--- src/rtl/cache_miss_scheduler.sv ---
// rtl/cache_miss_scheduler.sv - outstanding-miss table that counts latency down and returns one address per cycle
module cache_miss_scheduler #(
    parameter int ENTRIES = 8,
    parameter int ADDR_W  = 27,
    parameter int LAT_W   = 5,
    localparam int IDX_W  = $clog2(ENTRIES),
    localparam int CNT_W  = $clog2(ENTRIES) + 1
) (
    input  logic              clk,
    input  logic              rst,
    input  logic              req_valid,
    input  logic [ADDR_W-1:0] req_addr,
    input  logic [LAT_W-1:0]  req_latency,
    output logic              req_ready,
    output logic              req_merged,
    output logic              resp_valid,
    output logic [ADDR_W-1:0] resp_addr,
    output logic [CNT_W-1:0]  pending_count
);

    logic [ENTRIES-1:0] valid_q, valid_d;
    logic [ADDR_W-1:0]  addr_q [ENTRIES];
    logic [ADDR_W-1:0]  addr_d [ENTRIES];
    logic [LAT_W-1:0]   cnt_q  [ENTRIES];
    logic [LAT_W-1:0]   cnt_d  [ENTRIES];
    logic               resp_valid_q, resp_valid_d;
    logic [ADDR_W-1:0]  resp_addr_q, resp_addr_d;
    logic [CNT_W-1:0]   pending_q, pending_d;

    logic               issue_en;
    logic [IDX_W-1:0]   issue_idx;
    logic               free_en;
    logic [IDX_W-1:0]   free_idx;
    logic [ENTRIES-1:0] match_vec;
    logic               any_match;
    logic               alloc_en;
    logic [LAT_W-1:0]   lat_eff;

    // Descending scans so the lowest index is the last assignment to stick.
    always_comb begin
        issue_en  = 1'b0;
        issue_idx = '0;
        free_en   = 1'b0;
        free_idx  = '0;
        for (int i = ENTRIES - 1; i >= 0; i--) begin
            if (valid_q[i] && cnt_q[i] == '0) begin
                issue_en  = 1'b1;
                issue_idx = IDX_W'(i);
            end
            if (!valid_q[i]) begin
                free_en  = 1'b1;
                free_idx = IDX_W'(i);
            end
        end
    end

    always_comb begin
        match_vec = '0;
        for (int i = 0; i < ENTRIES; i++) begin
            match_vec[i] = valid_q[i] && (addr_q[i] == req_addr)
                           && !(issue_en && issue_idx == IDX_W'(i));
        end
    end

    assign any_match  = |match_vec;
    assign req_ready  = any_match || free_en;
    assign req_merged = req_valid && any_match;
    assign alloc_en   = req_valid && !any_match && free_en;

    // The allocating edge is the first countdown edge, so store one less than the latency.
    assign lat_eff = (req_latency == '0) ? '0 : req_latency - LAT_W'(1);

    always_comb begin
        valid_d      = valid_q;
        resp_valid_d = issue_en;
        resp_addr_d  = issue_en ? addr_q[issue_idx] : resp_addr_q;
        pending_d    = '0;
        for (int i = 0; i < ENTRIES; i++) begin
            addr_d[i] = addr_q[i];
            cnt_d[i]  = (cnt_q[i] != '0) ? cnt_q[i] - LAT_W'(1) : '0;
            if (issue_en && issue_idx == IDX_W'(i)) begin
                valid_d[i] = 1'b0;
            end
            if (alloc_en && free_idx == IDX_W'(i)) begin
                valid_d[i] = 1'b1;
                addr_d[i]  = req_addr;
                cnt_d[i]   = lat_eff;
            end
        end
        for (int i = 0; i < ENTRIES; i++) begin
            pending_d = pending_d + {{(CNT_W-1){1'b0}}, valid_d[i]};
        end
    end

    always_ff @(posedge clk or posedge rst) begin
        if (rst) begin
            valid_q      <= '0;
            resp_valid_q <= 1'b0;
            resp_addr_q  <= '0;
            pending_q    <= '0;
            for (int i = 0; i < ENTRIES; i++) begin
                addr_q[i] <= '0;
                cnt_q[i]  <= '0;
            end
        end else begin
            valid_q      <= valid_d;
            resp_valid_q <= resp_valid_d;
            resp_addr_q  <= resp_addr_d;
            pending_q    <= pending_d;
            for (int i = 0; i < ENTRIES; i++) begin
                addr_q[i] <= addr_d[i];
                cnt_q[i]  <= cnt_d[i];
            end
        end
    end

    assign resp_valid    = resp_valid_q;
    assign resp_addr     = resp_addr_q;
    assign pending_count = pending_q;

endmodule
--- config.mk ---
export PLATFORM = sky130hd
export DESIGN_NAME = cache_miss_scheduler
export DESIGN_NICKNAME = d
export VERILOG_FILES = /design/src/rtl/cache_miss_scheduler.sv
export SDC_FILE = /design/constraint.sdc
export NUM_CORES = 1
export LEC_CHECK = 0
export CAP_MARGIN = 0
export CORE_MARGIN = 5
export CORE_UTILIZATION = 63
export CTS_BUF_LIST = sky130_fd_sc_hd__clkbuf_4
export DETAILED_ROUTE_END_ITERATION = 8
export PLACE_DENSITY = 0.81
export SLEW_MARGIN = 30
export SYNTH_ARGS = -nofsm -noshare
export SYNTH_HDL_FRONTEND = slang
export SYNTH_SLANG_ARGS = --single-unit
--- constraint.sdc ---
create_clock -name clk -period 32 [get_ports clk]
set_clock_uncertainty 0.05 [all_clocks]
set_input_delay 6.4 -clock clk [delete_from_list [all_inputs] [get_ports clk]]
set_output_delay 6.4 -clock clk [all_outputs]
set_load 0.01 [all_outputs]
==> results.py <==
metrics = {
    "run_status": {
        "status": "finished, final reports clean",
    },
    "detailed_routing": {
        "drc_errors": 0,
        "drt_wl_total_mm": 50.1,
        "detailed_route_vias_per_instance": 6.59,
        "route.antenna.remaining_nets": 0,
        "detail_route.wl_per_cell_um": 26.9,
        "dr.first_iter.drc_count": 1228,
        "num_vias": 12300,
        "drtPass1Iterations": 6,
    },
    "power_and_ir_drop": {
        "power_frac_seq": 0.364,
        "powerDensity_mw_per_mm2": 113,
        "p_comb_frac": 0.480,
        "clock_power_share": 0.156,
        "p_int_mw": 1.21,
        "ir_drop_uv": 66.5,
        "power.net_switching_mw": 0.883,
        "p_total_mw": 2.09,
        "p_sw_frac": 0.422,
        "leakagePower_nw": 7.65,
    },
    "place": {
        "place_congestion": 1.05,
        "placement.io_buffers": 68,
        "hpwl_mm": 33.6,
    },
    "cts": {
        "clk_transition_reported_paths_ns": 0.06,
        "clock_tree.root_cell": "sky130_fd_sc_hd__clkbuf_4",
        "numClockSinks": 296,
        "post-cts-setup-buffer-count": 0,
        "tritoncts_buffers": 78,
        "cts_hold_buf": 0,
        "clk_latency_ns": 0.74,
        "cts.htree.levels": 3,
        "cts_tree": "built",
        "cts.path.max_buffers": 3,
        "cts_resized": 0,
    },
    "floorplanning": {
        "die-height_um": 174,
        "floorplan.initialDensity": 0.634,
        "num_io_pins": 69,
        "rows": 60,
        "die_w_um": 174,
        "fp.dieArea_mm2": 0.0302,
        "core-area_mm2": 0.0267,
    },
    "sta": {
        "maxSlewHeadroom": 0.317,
        "timing.setup.tns_ns": 0,
        "max_slew.worst_pin.slew_ns": 1.02,
        "unrepaired_setup_endpoints_after_global_routing": "false",
        "setup_viol": 0,
        "fmax_mhz": 61.1,
        "post-route-min-period_ns": 16.36,
        "maxSlewViolCount": 0,
        "timing.final.crit_share": 0.511,
        "finalHoldViolCount": 0,
    },
    "final_layout": {
        "postLayoutCoreUtil": 0.695,
        "post_route_cells_drive_above_1_share": 0.215,
        "finalNetCount": 1531,
        "n_fill_cell": 1917,
        "syn_to_final_growth_pct": 9.61,
    },
    "yosys": {
        "most_common_cell_in_the_netlist": "sky130_fd_sc_hd__dfrtp_1",
        "synth.ff_latch_count": 296,
        "synth_common_cells": "sky130_fd_sc_hd__dfrtp_1 (296), sky130_fd_sc_hd__xnor2_1 (190), sky130_fd_sc_hd__mux2_2 (108)",
        "post_synth_instance_area_mm2": 0.0169,
        "synthCells": 1427,
        "synth_top_area_cell": "sky130_fd_sc_hd__dfrtp_1",
        "share_of_flip_flops_with_an_asynchronous_set_or_reset_after_synthesis": 1.00,
        "syn_nets": 1484,
        "synth.avg_cell_area_um2": 11.8,
        "synth-edff-count": 0,
        "synthesis.yosys.warnings": 0,
        "ys.flop_type": "sky130_fd_sc_hd__dfrtp_1",
        "synth_top_cells_by_area": "sky130_fd_sc_hd__dfrtp_1 (44%), sky130_fd_sc_hd__xnor2_1 (9.8%), sky130_fd_sc_hd__mux2_2 (7.2%), sky130_fd_sc_hd__mux2_1 (6.6%), sky130_fd_sc_hd__mux2_4 (4.6%)",
        "synth.yosys.seq_area_share": 0.438,
        "synth_top_area_share": 0.438,
        "synthDistinctLibCells": 66,
    },
    "worst_setup_path": {
        "setup.worst_path.class": "primary input to output port",
        "crit_arrival_ns": 9.91,
        "critical_path_peak_fanout": 16,
        "timing.critical_path.required_ns": 25.55,
        "critical_path.startpoint_type": "primary input",
        "worstSetupEndpointType": "output port",
    },
    "grt": {
        "vias_in_the_first_global_route": 12400,
        "grt.total_usage": 0.330,
        "grt_first_pass_wirelength_mm": 76.3,
        "grt_max_degree": 167,
        "overflow": 0,
        "antenna_found_initial": 3,
    },
    "hold_path": {
        "worstHoldPathType": "flip-flop to flip-flop",
    },
    "run": {
        "drv_cap": 0,
    },
}
==> registers in the layout (all words and copies together) (netlist names) <==
name,flops
valid_q,8
resp_valid,1
resp_addr,27
pending_count,4
cnt_q,40
addr_q,216
==> critical path, stage by stage <==
cell and delay (ns):
sky130_fd_sc_hd__clkdlybuf4s50_1 0.83, sky130_fd_sc_hd__xor2_1 0.35, sky130_fd_sc_hd__nor4_1 0.75, sky130_fd_sc_hd__nand3_1 0.22, sky130_fd_sc_hd__o41ai_2 0.50, sky130_fd_sc_hd__nor3_4 0.16
sky130_fd_sc_hd__nor2b_1 0.14, sky130_fd_sc_hd__clkdlybuf4s50_1 0.54
==> routing by layer <==
| layer | part of all wire | vias to the layer above | routed length, µm | track usage |
|---|---|---|---|---|
| li1 | - | 5292 | - | - |
| met1 | 0.40 | 6213 | 19900 | 0.433 |
| met2 | 0.47 | 620 | 23700 | 0.524 |
| met3 | 0.083 | 140 | 4140 | 0.0750 |
| met4 | 0.048 | 2 | 2390 | 0.154 |
| met5 | 0.00040 | - | 20 | 0 |
==> power groups by stage <==
stage               combinational, mW  sequential (mW)  clock, mW
floorplan                       0.702            0.716          0
global placement                0.961            0.753          0
detailed placement              0.983            0.763          0
CTS                             0.992            0.758      0.331
global route                     1.07            0.786      0.352
finish                           1.00            0.763      0.326
==> placed cells by master (no fill, tap or decap), drive strengths merged, types with 3 or more instances in the layout <==
cell type	instances
a21o	4
a21oi	25
a221o	15
a221oi	26
a222oi	14
a22oi	5
and2	5
buf	16
clkbuf	114
clkdlybuf4s50	68
clkinv	7
dfrtp	296
diode	3
fa	4
ha	18
inv	31
mux2	259
mux2i	52
nand2	47
nand2b	3
nand3	17
nand3b	4
nand4	59
nor2	34
nor2b	3
nor3	26
nor4	18
nor4b	8
o211a	13
o21ai	49
o22ai	15
or4b	3
xnor2	190
xor2	41
==> through the flow <==
step	cell area (µm²)	worst slack (ns)	hold WS (ns)	instances
3_5_place_dp	17500	15.74	0.447	1733
6_report	18500	15.64	0.457	1862
5_1_grt	18500	15.54	0.487	1862
2_1_floorplan	16900	17.37	0.403	1427
4_1_cts	18500	15.70	0.462	1857
3_3_place_gp	17500	15.72	0.437	1733
==> cell type report <==
cell class / instances / area, µm² / area share
antenna: 3 / 7.51 / 0.000405
clock buffer: 114 / 856 / 0.0462
clock inverter: 10 / 83.8 / 0.00453
inverter: 30 / 125 / 0.00676
multi-input combinational: 984 / 8770 / 0.473
sequential: 296 / 7410 / 0.400
tap: 341 / 427 / 0.0230
timing repair buffer: 84 / 846 / 0.0457
==> final timing paths <==
| check | startpoint | endpoint | slack, ns | depth (start not counted) |
|---|---|---|---|---|
| hold reg to reg | cnt_q[20] | cnt_q[20] | 0.46 | 1 |
| hold / removal | cnt_q[20] | cnt_q[20] | 0.46 | 1 |
| setup / recovery | req_addr[22] | req_merged | 15.64 | 8 |
| min in group asynchronous | rst | cnt_q[24] | 6.12 | 2 |
| setup reg to reg | cnt_q[10] | pending_count[2] | 25.90 | 20 |
| max in group asynchronous | rst | addr_q[92] | 24.45 | 4 |
==> cells by family after synthesis <==
family	synth area share
AOI/OAI and AO/OA	0.0784
xor gates and xnor gates	0.120
adders and majority gates	0.0181
buffers and inverters	0.0463
DFF	0.438
muxes	0.215
and+or+nand+nor	0.0841
(Power assumes the default switching activity.)
